`config.mk`:
```
export PLATFORM = sky130hd
export DESIGN_NAME = load_input_file
export DESIGN_NICKNAME = d
export VERILOG_FILES = /design/src/rtl/snn_pkg.sv /design/src/rtl/input_bit_mem.sv /design/src/rtl/load_input_file.sv
export SDC_FILE = /design/constraint.sdc
export NUM_CORES = 1
export LEC_CHECK = 0
export CAP_MARGIN = 30
export CORE_MARGIN = 1.5
export CORE_UTILIZATION = 43
export CTS_BUF_LIST = sky130_fd_sc_hd__clkbuf_16
export CTS_CLUSTER_SIZE = 40
export DETAILED_ROUTE_END_ITERATION = 10
export SYNTH_ARGS = -nofsm -noshare
export SYNTH_HDL_FRONTEND = slang
export SYNTH_SLANG_ARGS = --single-unit
export TNS_END_PERCENT = 20
```
`constraint.sdc`:
```
create_clock -name clk -period 3.95 [get_ports clk]
set_input_delay 1.185 -clock clk [delete_from_list [all_inputs] [get_ports clk]]
set_output_delay 1.185 -clock clk [all_outputs]
set_load 0.005 [all_outputs]
```
`src/rtl/snn_pkg.sv`:
```
// Shared sizing for the input-image loader: byte count, widths and pixel count.
package snn_pkg;
  localparam int NUM_BYTES = 98;
  localparam int BYTE_W    = 8;
  localparam int ADDR_W    = 10;
  localparam int IMG_BITS  = NUM_BYTES * BYTE_W;
  localparam int CNT_W     = 7;
  localparam int BSEL_W    = 3;

  typedef logic [BYTE_W-1:0] byte_t;
  typedef logic [CNT_W-1:0]  byte_idx_t;

  // Bit addresses past the last pixel read back as zero.
  function automatic logic addr_in_image(input logic [ADDR_W-1:0] a);
    return a < ADDR_W'(IMG_BITS);
  endfunction
endpackage

```
`src/rtl/input_bit_mem.sv`:
```
// 98x8 pixel storage: whole-byte writes, registered single-bit reads by bit address.
module input_bit_mem
  import snn_pkg::*;
(
  input  logic              clk,
  input  logic              rst_n,
  input  logic              i_we,
  input  byte_idx_t         i_waddr,
  input  byte_t             i_wdata,
  input  logic [ADDR_W-1:0] i_raddr,
  output logic              o_q
);
  byte_t     r_mem [NUM_BYTES];
  logic      r_q;
  byte_idx_t w_rbyte;
  logic [BSEL_W-1:0] w_rbit;
  byte_t     w_rd_byte;

  assign w_rbyte   = i_raddr[ADDR_W-1:BSEL_W];
  assign w_rbit    = i_raddr[BSEL_W-1:0];
  assign w_rd_byte = r_mem[w_rbyte];
  assign o_q       = r_q;

  // Storage is intentionally not reset; only the read register is.
  always_ff @(posedge clk) begin
    if (i_we) begin
      r_mem[i_waddr] <= i_wdata;
    end
  end

  // Same-edge write to the addressed bit returns the pre-write value.
  always_ff @(posedge clk) begin
    if (!rst_n) begin
      r_q <= 1'b0;
    end else if (addr_in_image(i_raddr)) begin
      r_q <= w_rd_byte[w_rbit];
    end else begin
      r_q <= 1'b0;
    end
  end
endmodule

```
`src/rtl/load_input_file.sv`:
```
// Image loader: counts incoming bytes into pixel storage and pulses ready once
// the final byte of an image has been stored.
module load_input_file
  import snn_pkg::*;
(
  input  logic              clk,
  input  logic              rst_n,
  input  logic              trigger,
  input  logic [7:0]        data,
  input  logic [ADDR_W-1:0] addr,
  output logic              q,
  output logic              ready
);
  byte_idx_t r_byte_cnt;
  logic      r_ready;
  logic      w_we;
  logic      w_last;

  assign w_we   = trigger && rst_n;
  assign w_last = trigger && (r_byte_cnt == CNT_W'(NUM_BYTES - 1));
  assign ready  = r_ready;

  always_ff @(posedge clk) begin
    if (!rst_n) begin
      r_byte_cnt <= '0;
      r_ready    <= 1'b0;
    end else begin
      r_ready <= w_last;
      if (w_last) begin
        r_byte_cnt <= '0;
      end else if (trigger) begin
        r_byte_cnt <= r_byte_cnt + 1'b1;
      end
    end
  end

  input_bit_mem u_mem (
    .clk     (clk),
    .rst_n   (rst_n),
    .i_we    (w_we),
    .i_waddr (r_byte_cnt),
    .i_wdata (data),
    .i_raddr (addr),
    .o_q     (q)
  );
endmodule

```
# Yosys cells after proc, flatten, opt, wreduce, memory -nomap -nowiden
# Memories as Yosys holds them, arrays and structs flattened.
# Index checks and enable logic that the tools add are counted.
# op_classes
n_lt_le_gt_ge	2
bitwise_logic	1
n_addsub	1
muxes	4
eq_ne	1
n_reduce_logical	4
# op_table
op	n
10-bit less-than comparator (second input constant)	1
7-bit by 1-bit adder with 7-bit output (second input constant)	1
7-bit equality test (second input constant)	1
3-bit by 4-bit less-than comparator with 1-bit output (second input constant)	1
1-bit binary-select mux with 3-bit select	1
1-bit 2-to-1 mux	3
1-bit logical AND	2
2-bit AND reduction	1
2-bit OR reduction	1
1-bit NOT	1
# word_totals
ff_bits	9
memories	1
wordCells	17
mem_bits_rw	784
# mem_list
memory	words	width	rd	rd_clocked_by_memory_dff	write_ports	line	rtl
u_mem.r_mem	98	8	1	0	1	input_bit_mem.sv:13	byte_t r_mem [NUM_BYTES];

# Longest topological paths before layout
# logic_depth
word_depth	3
ltp_mapped	14
depth_no_buf	8

# By module
# From an unflattened synthesis, not the netlist that was laid out.
# unflattened
hier_cells	1608
hier_area_um2	31727.9
# modules_own_cells
mod	area_each_um2	instances	cells_per_inst	seq_area_each_um2
input_bit_mem	31312.5	1	1561	23562.6
load_input_file	415.4	1	47	160.2

# Least setup slack after synthesis
# No wires, ideal clock.
# synth_path
path_kind	in2reg
start	input port addr[3]
end	register u_mem.r_q, in the netlist u_mem.o_q
arrival_time_ns	3.094
t_required_ns	3.820
path_slack_ns	0.726
setup_time_ns	0.130
n_path_buf	3
stages	9
path_cell_list	buf_6 -> buf_12 -> buf_6 -> mux4_2 -> mux4_2 -> mux2i_1 -> o21ai_1 -> a221oi_1 -> o32ai_1
# synth_between
elab_chain_len	3
word_cells_on_any_way	5
# synth_lines
item	line	rtl
from (decl)	load_input_file.sv:10	input logic [ADDR_W-1:0] addr,
memory read 98 x 8 bit	n/a	
1-bit binary-select mux with 3-bit select	input_bit_mem.sv:36	r_q <= w_rd_byte[w_rbit];
1-bit 2-to-1 mux (implied by the code)	input_bit_mem.sv:36	
to (signal assigned)	input_bit_mem.sv:36	
to (decl)	input_bit_mem.sv:14	logic r_q;
# Several ways; a longest one is shown, not always the timed one. The select of a mux whose other input is x is not followed.
# A chain may end at the register's enable or synchronous reset.

# Final worst setup path
# layout_path
start	input port addr[5]
end	register u_mem.r_q, in the netlist u_mem.o_q
# The elaborated chain is that of the path after synthesis.

==> tab_implementation.tex <==
\begin{tabular}{lr}
\hline
Metric & Value \\
\hline
\multicolumn{2}{l}{\textbf{Finish}} \\
Share of the core filled with cells & 50.7\% \\
Share of post-route cells with drive strength above 1 & 25.9\% \\
Synth-to-Final Area Change & 16.2\% \\
Fin nets & 1,804 \\
\multicolumn{2}{l}{\textbf{Die}} \\
Total number of placement rows & 98 \\
Die Span X & 273 um \\
Top-level port count & 23 \\
Vert. Die Dim & 273 um \\
Area of the core & 0.0717 mm2 \\
Overall die area & 0.0744 mm2 \\
Starting density of the core & 43.6\% \\
\multicolumn{2}{l}{\textbf{Power}} \\
Total power per unit cell area & 483 mW/mm2 \\
Total leakage power & 11.9 nW \\
Worst supply voltage drop on vdd & 0.292 mV \\
\multicolumn{2}{l}{\textbf{Detailed routing}} \\
Total wirelength of the detailed-routed design & 77.6 mm \\
Initial DRC Count & 1,713 \\
Post-detailed-route via-to-cell ratio & 5.81 \\
Number of design rule violations left after detail routing & 0 \\
Antenna violation net count after detailed routing & 0 \\
Number of vias after detailed routing & 16,300 \\
Post-DR wirelength/cell & 27.7 um \\
First drt pass iteration count & 6 \\
\multicolumn{2}{l}{\textbf{Logic synthesis}} \\
Area of the mapped netlist & 0.0313 mm2 \\
Number of synthesized flops with an enable pin & 784 \\
Number of distinct library cells after synthesis & 57 \\
Cell types occupying the most area after synthesis & sky130\_fd\_sc\_hd\_\_edfxtp\_1, sky130\_fd\_sc\_hd\_\_mux4\_2, sky130\_fd\_sc\_hd\_\_mux2i\_1 \\
Ys async rst share & 0\% \\
Synthesized netlist cell count & 1,579 \\
Yosys warning total & 0 \\
Area fraction of the dominant cell type after synthesis & 75.3\% \\
Most repeated cell in the gate-level netlist after synthesis & sky130\_fd\_sc\_hd\_\_edfxtp\_1 \\
Synth Flop Type & sky130\_fd\_sc\_hd\_\_edfxtp\_1 \\
Post-synth top area cell & sky130\_fd\_sc\_hd\_\_edfxtp\_1 \\
Number of synthesized register bits & 793 \\
Most numerous cell types in the synthesized netlist & sky130\_fd\_sc\_hd\_\_edfxtp\_1, sky130\_fd\_sc\_hd\_\_mux4\_2, sky130\_fd\_sc\_hd\_\_nor2\_1, sky130\_fd\_sc\_hd\_\_mux2i\_1, sky130\_fd\_sc\_hd\_\_nand2\_1 \\
Net count of the mapped netlist & 1,602 \\
Average cell area after synthesis & 19.8 um2 \\
Sequential cell area fraction in the yosys report & 75.8\% \\
\multicolumn{2}{l}{\textbf{Critical path}} \\
Data arrival time of the critical path & 3750 ps \\
Class of the most critical setup path & in -> reg \\
Standard cell with the maximum stage delay on the critical path & sky130\_fd\_sc\_hd\_\_or2\_2 \\
Max Fanout on Critical Path & 20 \\
Kind of capture point of the worst setup path & flop \\
Path depth of the worst reg2reg path & 8 \\
Chain of cells forming the critical path & buf\_2 > or2\_2 > buf\_12 > o221ai\_1 > a21oi\_1 > nor3\_1 > a31oi\_1 > a211oi\_2 > o41ai\_1 > o32ai\_1 \\
Worst stage delay on the critical path & 480 ps \\
Data required time of the critical path & 4490 ps \\
Critical path buffer and inverter count & 2 \\
Kind of launch point of the worst setup path & input port \\
Kind of cell with the highest combined delay on the critical path & compound AO/OA/AOI/OAI gates \\
Total number of cells along the worst setup path & 10 \\
\multicolumn{2}{l}{\textbf{STA}} \\
Setup violations, final & 0 \\
Worst-case headroom to the max-slew limit & 47.0\% \\
Maximum achievable frequency & 312 MHz \\
Worst Tran Pin Value & 792 ps \\
Worst Clk Skew & 32.2 ps \\
Post-Route Setup TNS & 0 ps \\
Portion of the clock cycle consumed by the worst path in the final layout & 81.1\% \\
Count of final max-slew check failures & 0 \\
Unrepaired setup endpoints after global routing & false \\
Min Clock Period, post-route & 3210 ps \\
Number of endpoints with negative hold slack in the final report & 0 \\
\multicolumn{2}{l}{\textbf{Clock network}} \\
Number of clock sinks & 793 \\
Post-CTS Hold Fix Bufs & 0 \\
Insertion delay to the later sink of the worst-skew pair & 640 ps \\
Number of instances resized during post-cts repair & 0 \\
Number of post-CTS setup repair buffers & 0 \\
Number of buffers added by the clock tree synthesis step & 82 \\
TritonCTS clock tree & built \\
Clock slew at reported path FFs & 60 ps \\
Maximum root-to-sink buffer count & 3 \\
Root Driver & sky130\_fd\_sc\_hd\_\_clkbuf\_16 \\
Number of H-tree levels & 3 \\
\multicolumn{2}{l}{\textbf{Placed design}} \\
HPWL after detailed placement & 49.9 mm \\
IO Port Bufs & 22 \\
Final GP Congestion & 0.887 \\
\multicolumn{2}{l}{\textbf{Global routing}} \\
Vias in the first global route & 16,400 \\
GRT overflow & 0 \\
Number of antenna violations at the first check in global routing & 1 \\
Wire length of the first global-routing pass & 114 mm \\
Overall global routing resource usage & 21.2\% \\
Pin count of the biggest net entering global routing & 99 \\
\multicolumn{2}{l}{\textbf{Worst hold path}} \\
Class of the most critical hold timing path & reg -> reg \\
Worst hold path cell count & 2 \\
\multicolumn{2}{l}{\textbf{Status}} \\
Status & finished clean \\
\multicolumn{2}{l}{\textbf{Job}} \\
Maximum Capacitance Violations & 0 \\
\hline
\end{tabular}
layer usage:
layer	up-vias	global-route usage (%)	share of wire [%]
met5	-	0	0.015
met4	2	5.51	2.3
met3	118	3.62	6.2
met2	598	33.2	47
met1	8602	31.1	44
li1	6942	-	-
cell type report:
type                       instances  area (um2)
sequential                       793       23700
multi-input combinational        689        6900
clock inverter                    66         444
timing repair buffer             208        1920
antenna                            1        2.50
clock buffer                      85        2130
fill                            5745       35400
inverter                           7        26.3
tap                              950        1190
through the flow:
step | cell area (um2) | total power [mW] | hold WS, ps | worst slack [ps] | cells
after floorplan | 31300 | 9.93 | 556 | 726 | 1579
after global placement | 33600 | 10.4 | 589 | 143 | 2641
after detailed placement | 33700 | 10.4 | 619 | 115 | 2646
after CTS | 36300 | 17.7 | 631 | 783 | 2797
after global routing | 36300 | 18.1 | 652 | 595 | 2798
final | 36300 | 17.5 | 637 | 745 | 2799
cells in the final DEF (no fill, tap or decap), types with 3 or more instances in the layout:
cell	count
sky130_fd_sc_hd__xor2_1	3
sky130_fd_sc_hd__a31oi_1	10
sky130_fd_sc_hd__mux4_2	144
sky130_fd_sc_hd__inv_1	20
sky130_fd_sc_hd__o221ai_1	40
sky130_fd_sc_hd__o21ai_0	21
sky130_fd_sc_hd__bufinv_16	4
sky130_fd_sc_hd__clkdlybuf4s50_1	10
sky130_fd_sc_hd__nand2_1	45
sky130_fd_sc_hd__mux2_2	10
sky130_fd_sc_hd__clkinv_2	24
sky130_fd_sc_hd__a32oi_1	3
sky130_fd_sc_hd__a22oi_1	3
sky130_fd_sc_hd__o41ai_1	3
sky130_fd_sc_hd__nand2b_1	7
sky130_fd_sc_hd__dfxtp_1	9
sky130_fd_sc_hd__a211oi_1	10
sky130_fd_sc_hd__clkbuf_16	85
sky130_fd_sc_hd__and2_1	3
sky130_fd_sc_hd__a21oi_1	30
sky130_fd_sc_hd__xnor2_1	3
sky130_fd_sc_hd__nand4_1	5
sky130_fd_sc_hd__edfxtp_1	784
sky130_fd_sc_hd__nand3_1	11
sky130_fd_sc_hd__clkinv_1	17
sky130_fd_sc_hd__buf_12	23
sky130_fd_sc_hd__nor2_1	124
sky130_fd_sc_hd__buf_4	169
sky130_fd_sc_hd__nor2b_1	10
sky130_fd_sc_hd__nor3_1	10
sky130_fd_sc_hd__mux2i_1	123
sky130_fd_sc_hd__o211ai_1	5
sky130_fd_sc_hd__o22ai_1	26
sequential cells by signal, summed over array words and instances (netlist names):
| signal | cells |
|---|---|
| u_mem.o_q | 1 |
| r_byte_cnt | 7 |
| ready | 1 |
| u_mem.r_mem | 784 |
worst paths after layout:
check | endpoint | from | slack (ps)
worst max-delay path | u_mem.o_q | addr[5] | 740
worst min-delay path | r_byte_cnt[5] | r_byte_cnt[5] | 640
worst max register to register | u_mem.o_q | u_mem.r_mem[14][0] | 1530
worst min register to register | r_byte_cnt[5] | r_byte_cnt[5] | 640
power by group:
group	leakage, nW	switching (mW)	total [mW]	internal (mW)
Sequential	7.12	0.0126	9.27	9.26
Combinational	3.46	0.586	0.937	0.351
Clock	1.33	3.16	7.33	4.17
worst reg2reg max path: cells and delay by family, from the launching register on:
| kind | cells | cell delay, ps |
|---|---|---|
| mux | 2 | 800 |
| compound gates | 4 | 580 |
| simple gates | 1 | 400 |
| flops | 1 | 370 |
| buf+inv | 1 | 170 |
cell families after synthesis:
| kind of cell | Yosys count | synth area share (%) |
|---|---|---|
| DFF | 793 | 75.8 |
| xor gates and xnor gates | 6 | 0.168 |
| AOI/OAI and AO/OA | 177 | 4.01 |
| adders and majority gates | 2 | 0.0800 |
| and+or+nand+nor | 227 | 3.14 |
| buffers and inverters | 97 | 2.11 |
| muxes | 277 | 14.7 |
Power figures use the tool's default switching activity.
